**src/rtl/rf_wport_arbiter_if.sv**
```systemverilog
// Writeback-to-regfile bundle: per-source write offers in, the registered
// regfile write port and the contention counter out.
interface rf_wport_arbiter_if #(
  parameter int NREQ = 3,
  parameter int XLEN = 32,
  parameter int AW   = 5,
  parameter int CNTW = 16
);
  localparam int SW = (NREQ > 1) ? $clog2(NREQ) : 1;

  logic [NREQ-1:0]      req_valid;
  logic [NREQ-1:0]      req_ready;
  logic [NREQ*AW-1:0]   req_addr;
  logic [NREQ*XLEN-1:0] req_data;
  logic                 rf_wen;
  logic [AW-1:0]        rf_waddr;
  logic [XLEN-1:0]      rf_wdata;
  logic [SW-1:0]        rf_wsrc;
  logic [CNTW-1:0]      contend_cnt;

  // writeback units / environment side
  modport master (
    output req_valid, req_addr, req_data,
    input  req_ready, rf_wen, rf_waddr, rf_wdata, rf_wsrc, contend_cnt
  );

  // arbiter side
  modport slave (
    input  req_valid, req_addr, req_data,
    output req_ready, rf_wen, rf_waddr, rf_wdata, rf_wsrc, contend_cnt
  );
endinterface

```
**src/rtl/rf_wport_arbiter.sv**
```systemverilog
// Round-robin arbiter sharing the single regfile write port among NREQ
// writeback sources, with a one-deep registered output stage.
module rf_wport_arbiter #(
  parameter int NREQ = 3,
  parameter int XLEN = 32,
  parameter int AW   = 5,
  parameter int CNTW = 16
) (
  input logic clk,
  input logic rst,
  rf_wport_arbiter_if.slave wp
);
  localparam int SW = (NREQ > 1) ? $clog2(NREQ) : 1;

  logic [AW-1:0]   addr_arr [NREQ];
  logic [XLEN-1:0] data_arr [NREQ];

  generate
    for (genvar gi = 0; gi < NREQ; gi++) begin : g_unpack
      assign addr_arr[gi] = wp.req_addr[gi*AW +: AW];
      assign data_arr[gi] = wp.req_data[gi*XLEN +: XLEN];
    end
  endgenerate

  logic [SW-1:0]   ptr_reg;
  logic [SW-1:0]   ptr_next;
  logic            wen_reg;
  logic [AW-1:0]   waddr_reg;
  logic [XLEN-1:0] wdata_reg;
  logic [SW-1:0]   wsrc_reg;
  logic [CNTW-1:0] cnt_reg;

  logic            found;
  logic [SW-1:0]   gnt_idx;
  logic [SW:0]     scan_sum;
  logic [SW-1:0]   scan_idx;
  logic [NREQ-1:0] grant;
  logic            contend;

  // Scan sources starting at ptr, wrapping modulo NREQ; first valid one wins.
  always_comb begin
    found    = 1'b0;
    gnt_idx  = '0;
    scan_sum = '0;
    scan_idx = '0;
    for (int k = 0; k < NREQ; k++) begin
      scan_sum = {1'b0, ptr_reg} + (SW+1)'(k);
      if (scan_sum >= (SW+1)'(NREQ)) begin
        scan_sum = scan_sum - (SW+1)'(NREQ);
      end
      scan_idx = scan_sum[SW-1:0];
      if (!found && wp.req_valid[scan_idx]) begin
        found   = 1'b1;
        gnt_idx = scan_idx;
      end
    end
    if (rst) begin
      found = 1'b0;
    end
  end

  always_comb begin
    grant = '0;
    if (found) begin
      grant[gnt_idx] = 1'b1;
    end
  end

  assign ptr_next = (gnt_idx == SW'(NREQ - 1)) ? '0 : gnt_idx + SW'(1);
  assign contend  = ($countones(wp.req_valid) >= 2);

  always_ff @(posedge clk) begin
    if (rst) begin
      ptr_reg   <= '0;
      wen_reg   <= 1'b0;
      waddr_reg <= '0;
      wdata_reg <= '0;
      wsrc_reg  <= '0;
      cnt_reg   <= '0;
    end else begin
      if (found) begin
        ptr_reg   <= ptr_next;
        wen_reg   <= (addr_arr[gnt_idx] != '0);
        waddr_reg <= addr_arr[gnt_idx];
        wdata_reg <= data_arr[gnt_idx];
        wsrc_reg  <= gnt_idx;
      end else begin
        wen_reg   <= 1'b0;
      end
      if (contend && (cnt_reg != '1)) begin
        cnt_reg <= cnt_reg + CNTW'(1);
      end
    end
  end

  assign wp.req_ready   = grant;
  // A write registered just before reset must never reach the regfile.
  assign wp.rf_wen      = wen_reg & ~rst;
  assign wp.rf_waddr    = waddr_reg;
  assign wp.rf_wdata    = wdata_reg;
  assign wp.rf_wsrc     = wsrc_reg;
  assign wp.contend_cnt = cnt_reg;
endmodule

```
**src/flat_wrapper.sv**
```systemverilog
// flat-port wrapper written by rule: the top's interface ports become plain ports
module rf_wport_arbiter_flat 
#(
  parameter int NREQ = 3,
  parameter int XLEN = 32,
  parameter int AW   = 5,
  parameter int CNTW = 16
)
  (clk, rst, wp_req_valid, wp_req_addr, wp_req_data, wp_req_ready, wp_rf_wen, wp_rf_waddr, wp_rf_wdata, wp_rf_wsrc, wp_contend_cnt);
  rf_wport_arbiter_if #(.NREQ(NREQ), .XLEN(XLEN), .AW(AW), .CNTW(CNTW)) wp_i ();
  input logic clk;
  input logic rst;
  input wire logic [$bits(wp_i.req_valid)-1:0] wp_req_valid;
  input wire logic [$bits(wp_i.req_addr)-1:0] wp_req_addr;
  input wire logic [$bits(wp_i.req_data)-1:0] wp_req_data;
  output wire logic [$bits(wp_i.req_ready)-1:0] wp_req_ready;
  output wire logic [$bits(wp_i.rf_wen)-1:0] wp_rf_wen;
  output wire logic [$bits(wp_i.rf_waddr)-1:0] wp_rf_waddr;
  output wire logic [$bits(wp_i.rf_wdata)-1:0] wp_rf_wdata;
  output wire logic [$bits(wp_i.rf_wsrc)-1:0] wp_rf_wsrc;
  output wire logic [$bits(wp_i.contend_cnt)-1:0] wp_contend_cnt;
  assign wp_i.req_valid = wp_req_valid;
  assign wp_i.req_addr = wp_req_addr;
  assign wp_i.req_data = wp_req_data;
  assign wp_req_ready = wp_i.req_ready;
  assign wp_rf_wen = wp_i.rf_wen;
  assign wp_rf_waddr = wp_i.rf_waddr;
  assign wp_rf_wdata = wp_i.rf_wdata;
  assign wp_rf_wsrc = wp_i.rf_wsrc;
  assign wp_contend_cnt = wp_i.contend_cnt;
  rf_wport_arbiter #(.NREQ(NREQ), .XLEN(XLEN), .AW(AW), .CNTW(CNTW)) u_core (.clk(clk), .rst(rst), .wp(wp_i));
endmodule
```
**config.mk**
```make
export PLATFORM = sky130hd
export DESIGN_NAME = rf_wport_arbiter_flat
export DESIGN_NICKNAME = d
export VERILOG_FILES = /design/src/rtl/rf_wport_arbiter_if.sv /design/src/rtl/rf_wport_arbiter.sv /design/src/flat_wrapper.sv
export SDC_FILE = /design/constraint.sdc
export NUM_CORES = 1
export LEC_CHECK = 0
export CORE_MARGIN = 1.5
export CORE_UTILIZATION = 35
export CTS_BUF_LIST = sky130_fd_sc_hd__clkbuf_8
export CTS_CLUSTER_SIZE = 30
export DETAILED_ROUTE_END_ITERATION = 16
export PLACE_DENSITY_LB_ADDON = 0.08
export SKIP_LAST_GASP = 1
export SLEW_MARGIN = 25
export SYNTH_ARGS = -nofsm -noshare
export SYNTH_HDL_FRONTEND = slang
export SYNTH_SLANG_ARGS = --single-unit
export TNS_END_PERCENT = 50
```
**constraint.sdc**
```tcl
create_clock -name clk -period 5 [get_ports clk]
set_input_delay 0.75 -clock clk [delete_from_list [all_inputs] [get_ports clk]]
set_output_delay 0.75 -clock clk [all_outputs]
set_load 0.02 [all_outputs]
```
* After elaboration in Yosys (flattened, before gate mapping)
Index checks and enable logic that the tools add are counted.
** Word-level totals
- Output and inout port bits :: 59
- Logic and storage cells :: 65
- Flip-flop bits (word level) :: 58
- Input bits :: 116
** Operators by class
- $add $sub $neg :: 9
- Bitwise logic cells :: 4
- Muxes and demuxes :: 26
- Reduce and logical (&&, ||, !) cells :: 8
- $lt $le $gt $ge :: 10
- Equality and inequality tests :: 2
** Operators with widths (number)
- $bmux 32 s2 :: 1
- $mux 32 :: 2
- $add 32x1->32 :: 1
- $ge 32x3->1 const B :: 1
- $add 16x1->16 const B :: 1
- $ne 16x16->1 const B :: 1
- $mux 2 :: 7
- $lt 2x3->1 const B :: 4
- $bmux 5 s2 :: 1
- $mux 5 :: 2
- $mux 1 :: 8
- $bmux 1 s2 :: 3
- $ge 3x2->1 const B :: 2
- $sub 2x2->2 const B :: 3
- $reduce_bool 5->1 :: 1
- $logic_and 1x1->1 :: 4
- $add 2x1->3 const B :: 1
- $add 2x2->3 const B :: 1
- $ge 3x3->1 const B :: 1
- $mux 3 :: 1
- $not 2->3 :: 1
- $add 1x1->2 :: 1
- $add 2x1->2 const B :: 1
- $demux 1 s2 :: 1
- 7 further kinds :: 9

* Longest topological paths before layout
- Depth after elaboration :: 16
- Mapped depth :: 11
- Mapped depth without buffers :: 8

* Worst setup path before layout
Ideal clock, no wire load.
- Kind :: input -> output
- From :: input port wp_req_valid[1]
- To :: output port wp_req_ready[0]
- Stages :: 6
- Buffers on the path :: 1
- Path slack :: 2.232 ns
- Arrival :: 2.018 ns
- Data required time :: 4.250 ns
- Path through :: and3b_1 > a41o_1 > nor3_4 > buf_6 > nor2_1 > nor2_1
** On the way
- Word-level cells in the longest chain between the ends :: 14
- Elaborated cells between the ends (all ways) :: 23
- Classes of those cells :: order compare: 2; mux: 16; reduce/logical: 5
** Ends and longest elaborated chain
- start: declaration :: line flat_wrapper.sv:13 : input wire logic [$bits(wp_i.req_valid)-1:0] wp_req_valid;
- $bmux 1 s2 :: line rf_wport_arbiter.sv:52 : if (!found && wp.req_valid[scan_idx]) begin
- $mux 1 (not written as such) :: line rf_wport_arbiter.sv:52
- $mux 1 :: line rf_wport_arbiter.sv:52
- $logic_not 1->1 :: line rf_wport_arbiter.sv:52
- $logic_and 1x1->1 :: line rf_wport_arbiter.sv:52
- $mux 1 :: line rf_wport_arbiter.sv:52
- $logic_not 1->1 :: line rf_wport_arbiter.sv:52
- $logic_and 1x1->1 :: line rf_wport_arbiter.sv:52
- $mux 2 :: line rf_wport_arbiter.sv:52
- $lt 2x3->1 (not written as such) or $ge 2x1->1 (tied branches) :: line rf_wport_arbiter.sv:65 : grant[gnt_idx] = 1'b1;
- $logic_and 1x1->1 (not written as such) :: line rf_wport_arbiter.sv:65
- $mux 1 (not written as such) :: line rf_wport_arbiter.sv:65
- $demux 1 s2
- $mux 3 (*) :: line rf_wport_arbiter.sv:64 : if (found) begin
- end: declaration :: line flat_wrapper.sv:16 : output wire logic [$bits(wp_i.req_ready)-1:0] wp_req_ready;
Every way passes the cells marked *; elsewhere a longest branch is shown, timed or not. The select of a mux whose other input is x is not followed.

* Worst setup path in the final report
- From :: input port wp_req_valid[1]
- To :: output port wp_req_ready[1]
The elaborated chain is that of the path after synthesis.

==> flow_summary.rst <==
.. list-table::
   :header-rows: 1

   * - Metric
     - Value
   * - Grt total ovfl
     - 0
   * - Worst slew margin
     - a little over half
   * - Share of layout cells above drive strength 1
     - 6.485%
   * - Mean area per synthesized cell
     - about 8.0 sq um
   * - Worst Hold Margin
     - 0.4528 ns
   * - Post-Place Cell Area
     - between 5000 and 6000 sq um
   * - Net switching power of the design
     - 1.129 mW
   * - Clock network latency to the later pin of the worst-skew pair
     - around 0.32 ns
   * - Setup Buffers After CTS
     - 0
   * - Core occupancy in the finished layout
     - between 50% and 60%
   * - Root buffer cell
     - sky130_fd_sc_hd__clkbuf_8
   * - Register share of total power
     - between 20 and 25%
   * - Detailed-route DRC error count
     - 0
   * - Cell internal pwr
     - 1.587 mW
   * - Most used cells in the layout excluding fill and tap cells
     - 174 x sky130_fd_sc_hd__clkdlybuf4s50_1, 61 x sky130_fd_sc_hd__nor2_1, 58 x sky130_fd_sc_hd__dfxtp_1
   * - Unique masters post-synth
     - 55
   * - Reported leakage power
     - between 1.5 and 2 nW
   * - Gate Count Post-Synth
     - 423
   * - CTS buffer count
     - 9
   * - Post-synth top area cell
     - sky130_fd_sc_hd__dfxtp_1
   * - Cell depth of the worst flop-to-flop path
     - 8
   * - Delay of the slowest cell on the worst path
     - approximately 0.64 ns
   * - Switching power as a share of total power
     - between 40% and 50%
   * - Cells traversed along the worst timing path
     - clkdlybuf4s50_1 > mux2i_1 > o221ai_1 > o21ba_2 > nand2_1 > nor2_1 > clkdlybuf4s50_1
   * - Post-layout nets
     - ~700
   * - Pin count of the biggest net entering global routing
     - between 60 and 70
   * - Routability-driven placement congestion ratio
     - around 0.85
   * - Die Y-Extent
     - 101.3 microns
   * - Worst setup timing slack at the placement stage
     - ~0.7 ns
   * - Dominant cell type by count on the critical path
     - sky130_fd_sc_hd__clkdlybuf4s50_1
   * - Slew of the pin with the lowest slew margin
     - 0.6803 ns
   * - Wire length of the first global-routing pass
     - 18080 microns
   * - Power density of the placed cells
     - 505.2 nW/um^2
   * - Data required time of the critical path
     - between 4 and 5 ns
   * - Die X-Extent
     - between 100 and 150 microns
   * - Drt via density
     - ~5.2
   * - Comb power frac
     - approximately 57%
   * - Post-Synthesis Cell Area
     - 3381 sq um
   * - Antenna-violating nets left
     - 0
   * - Max FO, Critical Path
     - 32
   * - Total detailed-routing wirelength
     - 11560 microns
   * - Cts-stage hold buffer count
     - 0
   * - Dpl cells
     - 699
   * - YS warnings
     - 0
   * - Detail Placement HPWL
     - 8299 microns
   * - FF+latch count, synth
     - 58
   * - Total power draw
     - about 2.7 mW
   * - Sequential cell area
     - ~1200 sq um
   * - # clock sinks
     - between 50 and 60
   * - Post-synthesis net count
     - 545
   * - Synth top area share
     - 34.34%
   * - Core Region
     - between 9000 and 10000 sq um
   * - Max-capacitance violation count
     - 0
   * - Main flop type after synthesis
     - sky130_fd_sc_hd__dfxtp_1
   * - Max frequency
     - roughly 0.23 GHz
   * - Max-slew violations
     - 0
   * - Total inserted antenna cells
     - 0
   * - Worst Skew
     - between 0.004 and 0.005 ns
   * - Number of buffers between clock root and the deepest sink
     - 2
   * - Cell types with the largest area share after synthesis
     - sky130_fd_sc_hd__dfxtp_1 34%, sky130_fd_sc_hd__nor2_1 6.8%, sky130_fd_sc_hd__a22o_1 6.7%
   * - Number of hold violations in the final report
     - 0
   * - Worst Hold Path Cells
     - 2
   * - PortBufs
     - 174
   * - Vias after detailed routing
     - ~3700
   * - Flip-flop count of the largest register, all copies and words added
     - 32
   * - Number of setup violations in the final report
     - 0
   * - TritonCTS clock tree
     - done
   * - Async set-reset flop share out of synthesis
     - 0%
   * - Min-delay worst type
     - register to register
   * - Master of the slowest instance on the critical path
     - sky130_fd_sc_hd__o21ba_2
   * - Area growth from synthesis to layout
     - 59.03%
   * - Count of standard-cell rows
     - 35
   * - Combined global-route utilization of all metal layers
     - between 20 and 25%
   * - First-pass iteration count of the detailed router
     - 4
   * - Area of all placed cells without fillers
     - roughly 5400 sq um
   * - # IOs
     - around 180
   * - Crit share post-route
     - about 86%
   * - Non-filler instance count after layout
     - between 700 and 800
   * - CTS-repair resized insts
     - 0
   * - Slack of the critical path
     - ~0.70 ns
   * - Clk pin slew, worst setup/hold paths
     - roughly 0.06 ns
   * - Initial core utilization
     - between 30 and 40%
   * - Count of filler cells inserted in the layout
     - about 900
   * - Violation count after the first detailed-route iteration
     - 138
   * - Clock share of power
     - around a fifth
   * - Endpoint kind of the worst setup timing path
     - primary output
   * - Area of the multi-input gates
     - just over 2000 sq um
   * - Crit path launch type
     - input pin
   * - Die Footprint
     - 10260 sq um
   * - WL/cell
     - ~16 microns
   * - EDFF count, synth
     - 0
   * - Number of global-route vias before repair
     - between 3000 and 4000
   * - Post-synthesis sequential area ratio
     - 34.34%
   * - Deepest level of the CTS H-tree
     - 3
   * - Commonest non-fill, non-tap cell in the layout
     - sky130_fd_sc_hd__clkdlybuf4s50_1
   * - Antenna violations before repair
     - 0
   * - Fin crit period
     - ~4.3 ns
   * - Outcome
     - completed
   * - Setup Crit Path Kind
     - input pin to primary output
   * - Max rail drop VDD
     - approximately 0.27 mV
   * - WP data arrival
     - between 3 and 4 ns
   * - Total Neg Setup Slack
     - 0 ns
   * - Setup repair after global routing missed its margin
     - false
critical path: cells and delay by family:
| kind | cells | cell delay (ns) |
|---|---|---|
| AOI/OAI and AO/OA | 2 | 0.96 |
| buffers and inverters | 2 | 1.24 |
| muxes | 1 | 0.14 |
| and+or+nand+nor | 2 | 0.43 |
power groups by stage:
stage / registers [mW] / logic (mW) / clock network, mW
2_1_floorplan: 0.802 / 0.900 / 0
3_3_place_gp: 0.667 / 1.54 / 0
3_5_place_dp: 0.671 / 1.54 / 0
4_1_cts: 0.663 / 1.56 / 0.517
5_1_grt: 0.676 / 1.69 / 0.539
6_report: 0.662 / 1.55 / 0.508
per-layer routing:
metal	GRT usage [%]	vias to the layer above	wire [microns]
li1	-	1879	-
met1	27.47	1733	5107
met2	39.86	120	5514
met3	4.210	11	796
met4	6.410	0	139
met5	0	-	0
cells in the mapped netlist, types with 6 or more instances:
| cell type | count |
|---|---|
| sky130_fd_sc_hd__a22o_1 | 26 |
| sky130_fd_sc_hd__a31oi_1 | 28 |
| sky130_fd_sc_hd__o211ai_1 | 7 |
| sky130_fd_sc_hd__nor2_1 | 61 |
| sky130_fd_sc_hd__xnor2_1 | 11 |
| sky130_fd_sc_hd__a21oi_1 | 14 |
| sky130_fd_sc_hd__nand2_1 | 27 |
| sky130_fd_sc_hd__nand3_1 | 33 |
| sky130_fd_sc_hd__ha_1 | 6 |
| sky130_fd_sc_hd__a221o_1 | 6 |
| sky130_fd_sc_hd__clkbuf_1 | 10 |
| sky130_fd_sc_hd__buf_2 | 12 |
| sky130_fd_sc_hd__dfxtp_1 | 58 |
| sky130_fd_sc_hd__inv_1 | 8 |
| sky130_fd_sc_hd__o21ai_0 | 17 |
| sky130_fd_sc_hd__o21ai_1 | 20 |
logic make-up (layout without fill, tap and decap cells):
family          Yosys count  after routing  share of synthesized area (%)
simple gates            157            157                          22.24
buf+inv                  40            203                          6.366
xor+xnor                 13             13                          3.368
fa+ha+maj                 6              6                          2.221
compound gates          140            140                          28.54
flops                    58             58                          34.34
mux                       9              9                          2.924
final timing paths:
check,end,from,slack (ns)
max,wp_req_ready[1],wp_req_valid[1],0.70
min,u_core.wp.rf_waddr[3],u_core.wp.rf_waddr[3],0.45
max reg2reg,u_core.wen_reg,u_core.ptr_reg[1],1.92
min reg2reg,u_core.wp.rf_waddr[3],u_core.wp.rf_waddr[3],0.45
layout make-up:
| class | instances | area share, % |
|---|---|---|
| sequential | 58 | 21.60 |
| multi-input combinational | 325 | 37.42 |
| tap | 129 | 3.002 |
| clock inverter | 7 | 2.025 |
| timing repair buffer | 179 | 33.09 |
| inverter | 8 | 0.5585 |
| clock buffer | 9 | 2.304 |
No activity file was read; power rests on OpenSTA's default activity.
